`config.mk`:
```
export PLATFORM = sky130hd
export DESIGN_NAME = itwd_mul10_flat
export DESIGN_NICKNAME = d
export VERILOG_FILES = /design/src/rtl/itwd_mul10_if.sv /design/src/rtl/itwd_mul10.sv /design/src/flat_wrapper.sv
export SDC_FILE = /design/constraint.sdc
export NUM_CORES = 1
export LEC_CHECK = 0
export ABC_CLOCK_PERIOD_IN_PS = 10300
export CAP_MARGIN = 10
export CELL_PAD_IN_SITES_DETAIL_PLACEMENT = 1
export CELL_PAD_IN_SITES_GLOBAL_PLACEMENT = 1
export CORE_AREA = 2 2 595 597
export CTS_CLUSTER_DIAMETER = 60
export DETAILED_ROUTE_END_ITERATION = 8
export DIE_AREA = 0 0 597 599
export DONT_BUFFER_PORTS = 1
export GPL_TIMING_DRIVEN = 0
export HOLD_SLACK_MARGIN = 0.08
export PLACE_DENSITY = 0.3
export SLEW_MARGIN = 10
export SYNTH_ARGS = -nofsm -noshare
export SYNTH_HDL_FRONTEND = slang
export SYNTH_SLANG_ARGS = --single-unit
export TNS_END_PERCENT = 5
```
`constraint.sdc`:
```
create_clock -name clk -period 10.3 [get_ports clk]
set_clock_uncertainty 0.15 [all_clocks]
set_input_delay 3.09 -clock clk [delete_from_list [all_inputs] [get_ports clk]]
set_output_delay 3.09 -clock clk [all_outputs]
set_load 0.005 [all_outputs]
```
`src/rtl/itwd_mul10_if.sv`:
```
// Block-level bus for the inverse stage-10 trivial twiddle: butterfly lanes in,
// registered twiddled lanes out, plus framing and saturation status.
interface itwd_mul10_if #(
    parameter int WIDTH     = 12,
    parameter int NUM_LANES = 16,
    parameter int CLK_CNT   = 4
);
    logic                             frame_start;
    logic                             valid_in;
    logic                             sat_clr;
    logic [NUM_LANES-1:0][WIDTH-1:0]  i_sum_re;
    logic [NUM_LANES-1:0][WIDTH-1:0]  i_sum_im;
    logic [NUM_LANES-1:0][WIDTH-1:0]  i_diff_re;
    logic [NUM_LANES-1:0][WIDTH-1:0]  i_diff_im;
    logic [NUM_LANES-1:0][WIDTH-1:0]  o_sum_re;
    logic [NUM_LANES-1:0][WIDTH-1:0]  o_sum_im;
    logic [NUM_LANES-1:0][WIDTH-1:0]  o_diff_re;
    logic [NUM_LANES-1:0][WIDTH-1:0]  o_diff_im;
    logic                             valid_out;
    logic [CLK_CNT-1:0]               blk_cnt;
    logic                             sat_flag;

    modport master (
        output frame_start, valid_in, sat_clr,
        output i_sum_re, i_sum_im, i_diff_re, i_diff_im,
        input  o_sum_re, o_sum_im, o_diff_re, o_diff_im,
        input  valid_out, blk_cnt, sat_flag
    );

    modport slave (
        input  frame_start, valid_in, sat_clr,
        input  i_sum_re, i_sum_im, i_diff_re, i_diff_im,
        output o_sum_re, o_sum_im, o_diff_re, o_diff_im,
        output valid_out, blk_cnt, sat_flag
    );
endinterface

```
`src/rtl/itwd_mul10.sv`:
```
// Inverse stage-10 trivial twiddle: odd blocks rotate diff lanes by +j with
// saturating negation; even blocks and all sum lanes pass through, 1-cycle latency.
module itwd_mul10_lane #(
    parameter int WIDTH = 12
) (
    input  logic             odd,
    input  logic [WIDTH-1:0] diff_re,
    input  logic [WIDTH-1:0] diff_im,
    output logic [WIDTH-1:0] tw_re,
    output logic [WIDTH-1:0] tw_im,
    output logic             sat
);
    logic signed [WIDTH:0] neg_im;

    always_comb begin
        neg_im = -$signed({diff_im[WIDTH-1], diff_im});
        tw_re  = diff_re;
        tw_im  = diff_im;
        sat    = 1'b0;
        if (odd) begin
            tw_im = diff_re;
            // only the most negative input overflows when negated
            if (neg_im[WIDTH] != neg_im[WIDTH-1]) begin
                tw_re = {1'b0, {(WIDTH-1){1'b1}}};
                sat   = 1'b1;
            end else begin
                tw_re = neg_im[WIDTH-1:0];
            end
        end
    end
endmodule

module itwd_mul10 #(
    parameter int WIDTH     = 12,
    parameter int NUM_LANES = 16,
    parameter int CLK_CNT   = 4
) (
    input logic          clk,
    input logic          rst,
    itwd_mul10_if.slave  bus
);
    typedef struct packed {
        logic [NUM_LANES-1:0][WIDTH-1:0] sum_re;
        logic [NUM_LANES-1:0][WIDTH-1:0] sum_im;
        logic [NUM_LANES-1:0][WIDTH-1:0] diff_re;
        logic [NUM_LANES-1:0][WIDTH-1:0] diff_im;
    } blk_t;

    blk_t                            blk_d, blk_q;
    logic                            valid_d, valid_q;
    logic [CLK_CNT-1:0]              blk_cnt_d, blk_cnt_q;
    logic                            sat_flag_d, sat_flag_q;
    logic [CLK_CNT-1:0]              eff_cnt;
    logic                            odd;
    logic [NUM_LANES-1:0][WIDTH-1:0] tw_re, tw_im;
    logic [NUM_LANES-1:0]            lane_sat;

    // a frame_start beat is itself block 0 of the new frame
    assign eff_cnt = (bus.frame_start && bus.valid_in) ? '0 : blk_cnt_q;
    assign odd     = eff_cnt[0];

    for (genvar g = 0; g < NUM_LANES; g++) begin : g_lane
        itwd_mul10_lane #(.WIDTH(WIDTH)) u_lane (
            .odd     (odd),
            .diff_re (bus.i_diff_re[g]),
            .diff_im (bus.i_diff_im[g]),
            .tw_re   (tw_re[g]),
            .tw_im   (tw_im[g]),
            .sat     (lane_sat[g])
        );
    end

    always_comb begin
        blk_d      = blk_q;
        valid_d    = bus.valid_in;
        blk_cnt_d  = blk_cnt_q;
        sat_flag_d = sat_flag_q;
        if (bus.valid_in) begin
            blk_d.sum_re  = bus.i_sum_re;
            blk_d.sum_im  = bus.i_sum_im;
            blk_d.diff_re = tw_re;
            blk_d.diff_im = tw_im;
            blk_cnt_d     = eff_cnt + CLK_CNT'(1);
        end else if (bus.frame_start) begin
            blk_cnt_d = '0;
        end
        // a new saturation event outranks a simultaneous clear
        if (bus.valid_in && (|lane_sat)) begin
            sat_flag_d = 1'b1;
        end else if (bus.sat_clr) begin
            sat_flag_d = 1'b0;
        end
    end

    always_ff @(posedge clk) begin
        if (rst) begin
            blk_q      <= '0;
            valid_q    <= 1'b0;
            blk_cnt_q  <= '0;
            sat_flag_q <= 1'b0;
        end else begin
            blk_q      <= blk_d;
            valid_q    <= valid_d;
            blk_cnt_q  <= blk_cnt_d;
            sat_flag_q <= sat_flag_d;
        end
    end

    assign bus.o_sum_re  = blk_q.sum_re;
    assign bus.o_sum_im  = blk_q.sum_im;
    assign bus.o_diff_re = blk_q.diff_re;
    assign bus.o_diff_im = blk_q.diff_im;
    assign bus.valid_out = valid_q;
    assign bus.blk_cnt   = blk_cnt_q;
    assign bus.sat_flag  = sat_flag_q;
endmodule
```
`src/flat_wrapper.sv`:
```
// flat-port wrapper written by rule: the top's interface ports become plain ports
module itwd_mul10_flat 
#(
    parameter int WIDTH     = 12,
    parameter int NUM_LANES = 16,
    parameter int CLK_CNT   = 4
)
  (clk, rst, bus_frame_start, bus_valid_in, bus_sat_clr, bus_i_sum_re, bus_i_sum_im, bus_i_diff_re, bus_i_diff_im, bus_o_sum_re, bus_o_sum_im, bus_o_diff_re, bus_o_diff_im, bus_valid_out, bus_blk_cnt, bus_sat_flag);
  itwd_mul10_if #(.WIDTH(WIDTH), .NUM_LANES(NUM_LANES), .CLK_CNT(CLK_CNT)) bus_i ();
  input logic clk;
  input logic rst;
  input wire logic [$bits(bus_i.frame_start)-1:0] bus_frame_start;
  input wire logic [$bits(bus_i.valid_in)-1:0] bus_valid_in;
  input wire logic [$bits(bus_i.sat_clr)-1:0] bus_sat_clr;
  input wire logic [$bits(bus_i.i_sum_re)-1:0] bus_i_sum_re;
  input wire logic [$bits(bus_i.i_sum_im)-1:0] bus_i_sum_im;
  input wire logic [$bits(bus_i.i_diff_re)-1:0] bus_i_diff_re;
  input wire logic [$bits(bus_i.i_diff_im)-1:0] bus_i_diff_im;
  output wire logic [$bits(bus_i.o_sum_re)-1:0] bus_o_sum_re;
  output wire logic [$bits(bus_i.o_sum_im)-1:0] bus_o_sum_im;
  output wire logic [$bits(bus_i.o_diff_re)-1:0] bus_o_diff_re;
  output wire logic [$bits(bus_i.o_diff_im)-1:0] bus_o_diff_im;
  output wire logic [$bits(bus_i.valid_out)-1:0] bus_valid_out;
  output wire logic [$bits(bus_i.blk_cnt)-1:0] bus_blk_cnt;
  output wire logic [$bits(bus_i.sat_flag)-1:0] bus_sat_flag;
  assign bus_i.frame_start = bus_frame_start;
  assign bus_i.valid_in = bus_valid_in;
  assign bus_i.sat_clr = bus_sat_clr;
  assign bus_i.i_sum_re = bus_i_sum_re;
  assign bus_i.i_sum_im = bus_i_sum_im;
  assign bus_i.i_diff_re = bus_i_diff_re;
  assign bus_i.i_diff_im = bus_i_diff_im;
  assign bus_o_sum_re = bus_i.o_sum_re;
  assign bus_o_sum_im = bus_i.o_sum_im;
  assign bus_o_diff_re = bus_i.o_diff_re;
  assign bus_o_diff_im = bus_i.o_diff_im;
  assign bus_valid_out = bus_i.valid_out;
  assign bus_blk_cnt = bus_i.blk_cnt;
  assign bus_sat_flag = bus_i.sat_flag;
  itwd_mul10 #(.WIDTH(WIDTH), .NUM_LANES(NUM_LANES), .CLK_CNT(CLK_CNT)) u_core (.clk(clk), .rst(rst), .bus(bus_i));
endmodule
```
==> results of run 1 <==
-- worst paths after layout --
kind	start	endpoint	depth (start not counted)
setup reg to reg	u_core.bus.blk_cnt[0]	u_core.bus.o_diff_re[97]	7
setup / recovery	bus_i_diff_im[172]	u_core.bus.sat_flag	10
hold / removal	u_core.bus.o_diff_im[122]	u_core.bus.o_diff_im[122]	2
hold reg to reg	u_core.bus.o_diff_im[122]	u_core.bus.o_diff_im[122]	2
-- through the flow --
stage	instances	setup WS, ns	power [µW]
finish	8866	3.99	9920
global route	8808	3.84	10300
CTS	8795	4.09	10100
detailed placement	8531	3.18	4710
global placement	8510	2.35	4680
floorplan	3890	4.77	3940
-- kinds of logic (layout without fill, tap and decap cells) --
kind of cell	Yosys count	in the layout
buffers and inverters	355	640
adder cells (fa/ha/maj)	33	33
multiplexers	387	387
other	0	71
AND/OR/NAND/NOR	1624	1624
XOR/XNOR	123	123
AO/OA/AOI/OAI	594	594
flip-flops	774	774
-- sequential cells by signal (all words and copies together), names as in the netlist --
signal                count
u_core.bus.o_diff_re    192
u_core.bus.sat_flag       1
u_core.bus.o_diff_im    192
u_core.bus.o_sum_im     192
u_core.bus.o_sum_re     192
u_core.bus.blk_cnt        4
u_core.bus.valid_out      1
-- layout make-up --
class	count	area [µm²]
repair buffers	21	469
clock inverters	76	1020
inverters	49	185
diodes	71	178
plain buffers	306	1370
fillers	41300	306000
flip-flops and latches	774	15500
well taps	4620	5780
multi-input cells	2761	16900
clock buffers	188	4140
-- where the power goes --
group	internal [µW]	switching (µW)
Combinational	306	668
Sequential	3210	425
Clock	3310	2000
-- per-layer routing --
metal | track usage | vias to the layer above | share of wire
li1 | - | 14200 | -
met1 | 0.222 | 16900 | 0.40
met2 | 0.300 | 1588 | 0.45
met3 | 0.0888 | 336 | 0.12
met4 | 0.0391 | 44 | 0.022
met5 | 0 | - | 0.00087
-- worst reg2reg max path: stages, from the launching register on --
cell,delay (ns)
sky130_fd_sc_hd__dfxtp_1,0.56
sky130_fd_sc_hd__a21bo_1,0.33
sky130_fd_sc_hd__buf_2,0.20
sky130_fd_sc_hd__clkinv_2,0.15
sky130_fd_sc_hd__buf_2,0.53
sky130_fd_sc_hd__buf_1,0.90
sky130_fd_sc_hd__o211ai_1,0.39
sky130_fd_sc_hd__a21oi_1,0.23
-- layout by cell type (no fill, tap or decap), types with 14 or more instances in the layout --
cell type                    count
sky130_fd_sc_hd__clkbuf_2       45
sky130_fd_sc_hd__nor4_1         20
sky130_fd_sc_hd__buf_2         100
sky130_fd_sc_hd__nand2b_1       39
sky130_fd_sc_hd__buf_1          23
sky130_fd_sc_hd__or3_1          34
sky130_fd_sc_hd__clkinvlp_4     16
sky130_fd_sc_hd__clkbuf_8       20
sky130_fd_sc_hd__diode_2        71
sky130_fd_sc_hd__a21oi_1        50
sky130_fd_sc_hd__inv_1          48
sky130_fd_sc_hd__nor2_1        791
sky130_fd_sc_hd__nor3b_1        60
sky130_fd_sc_hd__bufinv_16      18
sky130_fd_sc_hd__o31ai_1        19
sky130_fd_sc_hd__a311oi_1      209
sky130_fd_sc_hd__clkbuf_1      148
sky130_fd_sc_hd__o211ai_1       33
sky130_fd_sc_hd__nand4b_1       18
sky130_fd_sc_hd__a211oi_1       15
sky130_fd_sc_hd__or4_1          27
sky130_fd_sc_hd__clkinv_2       16
sky130_fd_sc_hd__o21ai_1        40
sky130_fd_sc_hd__nand3b_1       14
sky130_fd_sc_hd__nor4_2         16
sky130_fd_sc_hd__inv_6          16
sky130_fd_sc_hd__xnor2_1       115
sky130_fd_sc_hd__nand2_1       506
sky130_fd_sc_hd__mux2i_1       386
sky130_fd_sc_hd__a2111oi_0      64
sky130_fd_sc_hd__dfxtp_1       774
sky130_fd_sc_hd__clkbuf_16     152
sky130_fd_sc_hd__nor3_1         52
sky130_fd_sc_hd__ha_1           33
sky130_fd_sc_hd__o21ai_0        89
sky130_fd_sc_hd__nand3_1        38
-- cell usage after synthesis, types with 14 or more instances --
| library cell | number | area (µm²) |
|---|---|---|
| sky130_fd_sc_hd__a2111oi_0 | 64 | 561 |
| sky130_fd_sc_hd__a211oi_1 | 15 | 113 |
| sky130_fd_sc_hd__a21oi_1 | 50 | 250 |
| sky130_fd_sc_hd__a311oi_1 | 209 | 1830 |
| sky130_fd_sc_hd__buf_1 | 25 | 93.8 |
| sky130_fd_sc_hd__buf_2 | 98 | 490 |
| sky130_fd_sc_hd__clkbuf_1 | 175 | 657 |
| sky130_fd_sc_hd__dfxtp_1 | 774 | 15500 |
| sky130_fd_sc_hd__ha_1 | 33 | 413 |
| sky130_fd_sc_hd__inv_1 | 48 | 180 |
| sky130_fd_sc_hd__mux2i_1 | 386 | 3860 |
| sky130_fd_sc_hd__nand2_1 | 506 | 1900 |
| sky130_fd_sc_hd__nand2b_1 | 39 | 244 |
| sky130_fd_sc_hd__nand3_1 | 38 | 190 |
| sky130_fd_sc_hd__nand3b_1 | 14 | 105 |
| sky130_fd_sc_hd__nand4b_1 | 18 | 158 |
| sky130_fd_sc_hd__nor2_1 | 791 | 2970 |
| sky130_fd_sc_hd__nor3_1 | 52 | 260 |
| sky130_fd_sc_hd__nor3b_1 | 60 | 450 |
| sky130_fd_sc_hd__nor4_1 | 22 | 138 |
| sky130_fd_sc_hd__nor4_2 | 14 | 175 |
| sky130_fd_sc_hd__o211ai_1 | 33 | 248 |
| sky130_fd_sc_hd__o21ai_0 | 89 | 445 |
| sky130_fd_sc_hd__o21ai_1 | 40 | 200 |
| sky130_fd_sc_hd__o31ai_1 | 19 | 143 |
| sky130_fd_sc_hd__or3_1 | 34 | 213 |
| sky130_fd_sc_hd__or4_1 | 27 | 203 |
| sky130_fd_sc_hd__xnor2_1 | 115 | 1010 |
==> impl_results.rst, run 1 <==
.. list-table::
   :header-rows: 1

   * - Metric
     - Value
   * - Count of endpoints failing hold in the final timing report
     - 0
   * - HPWL Detailed
     - 292000 µm
   * - Global-route wire length before repair
     - 422000 µm
   * - Reg-to-reg slack, setup
     - 6.79 ns
   * - Number of buffers on the longest clock path
     - 4
   * - Share of synthesized flip-flops with an asynchronous set or reset
     - 0
   * - Number of synthesized flops with an enable pin
     - 0
   * - Post-cts sizing count
     - 0
   * - TritonCTS Sinks
     - 774
   * - Per-cell via count in the routed design
     - 3.72
   * - Pre-antenna DRT Iters
     - 5
   * - Critical path launch point type
     - input port
   * - Total global routing track utilization
     - 0.186
   * - Crit path capture type
     - flop
   * - Syn_area_per_cell
     - 8.71 µm²
   * - Bufs and invs on worst path
     - 1
   * - Hold slack
     - 0.350 ns
   * - Vertical extent of the die
     - 599 µm
   * - Clock buffers created by TritonCTS
     - 150
   * - Nets in the synthesized netlist
     - 4696
   * - Routed len/inst
     - 39.1 µm
   * - LEAKAGE
     - 0.0164 µW
   * - Final instance area
     - 45500 µm²
   * - Pin count of the biggest net entering global routing
     - 12
   * - Setup violators final
     - 0
   * - Nets
     - 4869
   * - Ys flop type
     - sky130_fd_sc_hd__dfxtp_1
   * - DRT antenna net count
     - 0
   * - CP max stage cell
     - sky130_fd_sc_hd__nor4_1
   * - Setup TNS Final
     - 0 ns
   * - Post-synthesis cell type count
     - 56
   * - Root buffer selected by CTS
     - sky130_fd_sc_hd__clkbuf_16
   * - Highest clock frequency the design can meet
     - 159 MHz
   * - Die Footprint
     - 358000 µm²
   * - Synthesized-area fraction occupied by ao, oa, aoi and oai cells
     - 0.131
   * - Proportion of layout cells with a drive suffix above 1
     - 0.106
   * - Top-level port count
     - 1547
   * - Starting density of the core
     - 0.0965
   * - Gate family responsible for the most delay along the worst path
     - simple AND/OR/NAND/NOR gates
   * - Total DRC errors in the routed layout
     - 0
   * - Sequential share of the synthesized area
     - 0.457
   * - Final routed wirelength across all metal layers
     - 347000 µm
   * - Arithmetic-cell share of the synthesized area counting full adders, half adders and majority gates
     - 0.0122
   * - Slew Limit Fails
     - 0
   * - Power per cell area
     - 218 nW/µm²
   * - XOR/XNOR Fraction of Synth Area
     - 0.0320
   * - H-tree level count
     - 4
   * - Antenna violations before repair
     - 121
   * - Die boundary width
     - 597 µm
   * - Number of register bits inferred by synthesis
     - 774
   * - Result of the run
     - finished, final reports clean
   * - Final worst path period need
     - 6.31 ns
   * - Clock edge transition at the registers on the reported setup and hold paths
     - 0.06 ns
   * - Synthesized-area fraction occupied by and/or/nand/nor cells
     - 0.209
   * - Total of max-cap violations
     - 0
   * - Synthesized netlist cell count
     - 3890
   * - Core region area
     - 351000 µm²
   * - Clock Latency Late Sink
     - 0.84 ns
   * - Synthesis-to-finish area growth
     - 34.4%
   * - Arrival time worst endpoint
     - 6.84 ns
   * - Total of buffers placed on input and output ports
     - 0
   * - Number of global-route vias before repair
     - 33000
   * - Data required, critical path
     - 10.84 ns
   * - Mux contribution to synthesized area
     - 0.114
   * - Period Utilization, post-route
     - 0.612
   * - Maximum VDD drop
     - 0.0899 mV
   * - Placer Congestion
     - 0.875
   * - Final Core Density
     - 0.130
   * - Min-Delay Path Class
     - flop to flop
   * - Postcts setup bufs
     - 0
   * - Main combinational cell family by area after synthesis
     - simple AND/OR/NAND/NOR gates
   * - Path type of the worst setup path
     - input port to flop
   * - CP max FO
     - 9
   * - DR vias
     - 33000
   * - Cell-by-cell listing of the critical path
     - nor4_2 > nand2_1 > nor3_1 > xnor2_1 > ha_1 > clkbuf_1 > nor4_1 > nand4_1 > a32oi_1 > nor2_1
   * - YS warnings
     - 0
   * - Max-slew headroom at the worst pin
     - 0.101
   * - Global-route congestion overflow total
     - 0
   * - Floorplan row count
     - 218
   * - Hold buffer count at CTS
     - 0
   * - Instance area at placement
     - 40200 µm²
   * - CTS tree
     - done
   * - Drt initial violations
     - 2030
   * - Worst Tran Pin Value
     - 1.35 ns
   * - Total standard cell area after synthesis
     - 33900 µm²
   * - Unrepaired setup endpoints after global routing
     - no
   * - Crit path largest cell delay
     - 1.11 ns
No activity file was read; power rests on OpenSTA's default activity.
==> inputs of run 2 (changes only) <==
ABC_CLOCK_PERIOD_IN_PS = 5550   (was 10300)
CORE_AREA = 2 2 605 607   (was 2 2 595 597)
DIE_AREA = 0 0 607 609   (was 0 0 597 599)
clock period = 5.55 ns   (was 10.3 ns; I/O delays follow)
==> impl_results.rst, run 2 (synthesized netlist as in run 1, its figures left out) <==
.. list-table::
   :header-rows: 1

   * - Metric
     - Value
   * - Top-level port count
     - 1547 (unchanged)
   * - Crit path capture type
     - flop (unchanged)
   * - Cell mode on critical path
     - sky130_fd_sc_hd__nor2_1
   * - Pre-antenna DRT Iters
     - 5 (unchanged)
   * - Starting density of the core
     - 0.0931 (was 0.0965)
   * - Floorplan row count
     - 222 (was 218)
   * - Per-cell via count in the routed design
     - 3.70 (was 3.72)
   * - Result of the run
     - finished, final reports clean (unchanged)
   * - Pin count of the biggest net entering global routing
     - 15 (was 12)
   * - Antenna violations before repair
     - 134 (was 121)
   * - Instance area at placement
     - 40500 µm² (was 40200 µm²)
   * - Path type of the worst setup path
     - input port to flop (unchanged)
   * - Min-Delay Path Class
     - flop to flop (unchanged)
   * - Unrepaired setup endpoints after global routing
     - no (unchanged)
   * - Total of max-cap violations
     - 0 (unchanged)
   * - Clock buffers created by TritonCTS
     - 160 (was 150)
   * - Worst Tran Pin Value
     - 1.27 ns (was 1.35 ns)
   * - Gate family responsible for the most delay along the worst path
     - simple AND/OR/NAND/NOR gates (unchanged)
   * - Hold buffer count at CTS
     - 0 (unchanged)
   * - Hold slack
     - 0.353 ns (was 0.350 ns)
   * - Top library cells by usage in the layout, fill and taps aside
     - 791 x sky130_fd_sc_hd__nor2_1, 774 x sky130_fd_sc_hd__dfxtp_1, 506 x sky130_fd_sc_hd__nand2_1 (unchanged)
   * - Max-slew headroom at the worst pin
     - 0.155 (was 0.101)
   * - Most frequent standard cell in the layout excluding fill and tap cells
     - sky130_fd_sc_hd__nor2_1 (unchanged)
   * - Area of the multi-input gates
     - 16900 µm² (about the same)
   * - Post-cts sizing count
     - 0 (unchanged)
   * - Clock edge transition at the registers on the reported setup and hold paths
     - 0.05 ns (was 0.06 ns)
   * - Synthesis-to-finish area growth
     - 36.3% (was 34.4%)
   * - LEAKAGE
     - 0.0167 µW (was 0.0164 µW)
   * - Crit path largest cell delay
     - 1.11 ns (about the same)
   * - Count of endpoints failing hold in the final timing report
     - 0 (unchanged)
   * - Final routed wirelength across all metal layers
     - 361000 µm (was 347000 µm)
   * - Final Core Density
     - 0.127 (was 0.130)
   * - Number of buffers on the longest clock path
     - 4 (unchanged)
   * - Placer Congestion
     - 0.959 (was 0.875)
   * - CTS tree
     - done (unchanged)
   * - Routed len/inst
     - 39.9 µm (was 39.1 µm)
   * - Number of global-route vias before repair
     - 32900 (was 33000)
   * - Clock Latency Late Sink
     - 0.82 ns (was 0.84 ns)
   * - Total global routing track utilization
     - 0.188 (was 0.186)
   * - Data required, critical path
     - 6.08 ns (was 10.84 ns)
   * - Bufs and invs on worst path
     - 1 (unchanged)
   * - CP max FO
     - 9 (unchanged)
   * - Proportion of layout cells with a drive suffix above 1
     - 0.111 (was 0.106)
   * - Arrival time worst endpoint
     - 5.63 ns (was 6.84 ns)
   * - Total of buffers placed on input and output ports
     - 0 (unchanged)
   * - DR vias
     - 33500 (was 33000)
   * - Die boundary width
     - 607 µm (was 597 µm)
   * - Root buffer selected by CTS
     - sky130_fd_sc_hd__clkbuf_16 (unchanged)
   * - Vertical extent of the die
     - 609 µm (was 599 µm)
   * - Power per cell area
     - 412 nW/µm² (was 218 nW/µm²)
   * - Final worst path period need
     - 5.10 ns
   * - Core region area
     - 364000 µm² (was 351000 µm²)
   * - Cell-by-cell listing of the critical path
     - nor4_2 > nand3_1 > nor2_1 > nor2_1 > ha_1 > clkbuf_1 > nor4_1 > nand4_1 > a32oi_1 > nor2_1 (was nor4_2 > nand2_1 > nor3_1 > xnor2_1 > ha_1 > clkbuf_1 > nor4_1 > nand4_1 > a32oi_1 > nor2_1)
   * - Setup violators final
     - 0 (unchanged)
   * - Number of cells in the finished layout apart from fillers
     - 9065 (was 8866)
   * - Total area of sequential cells
     - 15500 µm² (unchanged)
   * - Postcts setup bufs
     - 0 (unchanged)
   * - Drt initial violations
     - 2258 (was 2030)
   * - Final instance area
     - 46200 µm² (was 45500 µm²)
   * - Global-route congestion overflow total
     - 0 (unchanged)
   * - Critical path launch point type
     - input port (unchanged)
   * - Nets
     - 4884 (was 4869)
   * - Global-route wire length before repair
     - 437000 µm (was 422000 µm)
   * - H-tree level count
     - 4 (unchanged)
   * - Period Utilization, post-route
     - 0.918
   * - Slew Limit Fails
     - 0 (unchanged)
   * - Fill cell instance count of the final layout
     - 42800 (was 41300)
   * - Total DRC errors in the routed layout
     - 0 (unchanged)
   * - CP max stage cell
     - sky130_fd_sc_hd__nor4_1 (unchanged)
   * - Die Footprint
     - 370000 µm² (was 358000 µm²)
   * - Highest clock frequency the design can meet
     - 196 MHz
   * - Instance count after placement with tap cells included
     - 8731 (was 8531)
   * - DRT antenna net count
     - 0 (unchanged)
   * - TritonCTS Sinks
     - 774 (unchanged)
   * - Maximum VDD drop
     - 0.226 mV (was 0.0899 mV)
   * - HPWL Detailed
     - 305000 µm (was 292000 µm)
run 2: cell types whose count changed in the layout (fill, tap and decap cells not counted), sizes merged:
cell	before	now
bufinv	18	21
inv	64	57
clkbuf	365	375
diode	71	50
clkinv	27	40
buf	149	154
run 2: where the power goes:
part / switching (µW) / internal, µW
sequential: 817 / 5960
combinational: 1260 / 575
clock: 3870 / 6530
run 2: routing by layer:
metal,global-route usage,share of wire,vias to the layer above
met5,0,0.00013,-
met4,0.0476,0.026,8
met3,0.0974,0.13,341
met2,0.309,0.46,1784
met1,0.212,0.38,17200
li1,-,-,14200
run 2: cell type report:
class | instances | share of cell area
multi-input combinational | 2761 | 0.366
inverter | 49 | 0.00401
clock buffer | 198 | 0.0934
buffer | 306 | 0.0297
tap | 4816 | 0.130
antenna | 50 | 0.00271
sequential | 774 | 0.335
clock inverter | 85 | 0.0262
timing repair buffer | 26 | 0.0123
run 2: worst paths after layout:
path / endpoint / slack (ns) / start / depth (start not counted)
setup / recovery: u_core.bus.sat_flag / 0.45 / bus_i_diff_im[2] / 10
hold / removal: u_core.bus.o_diff_im[140] / 0.35 / u_core.bus.o_diff_im[140] / 2
setup reg to reg: u_core.bus.o_diff_re[38] / 1.69 / u_core.bus.blk_cnt[0] / 6
hold reg to reg: u_core.bus.o_diff_im[140] / 0.35 / u_core.bus.o_diff_im[140] / 2
run 2: stage by stage:
stage / TNS, ns / total power [µW] / worst slack [ns]
after floorplan: 0 / 7310 / 1.44
after global placement: -25.53 / 8740 / -0.718
after detailed placement: -0.246 / 8800 / -0.246
after CTS: 0 / 19400 / 0.679
after global routing: 0 / 19800 / 0.492
final: 0 / 19000 / 0.454
run 2: worst register-to-register path: stages, from the launching register on:
cell and delay, ns:
sky130_fd_sc_hd__dfxtp_1 1.00, sky130_fd_sc_hd__nor2b_1 0.22, sky130_fd_sc_hd__buf_2 0.48, sky130_fd_sc_hd__nand2_2 0.51, sky130_fd_sc_hd__buf_2 0.58, sky130_fd_sc_hd__nor3_1 0.57, sky130_fd_sc_hd__a2111oi_0 0.12
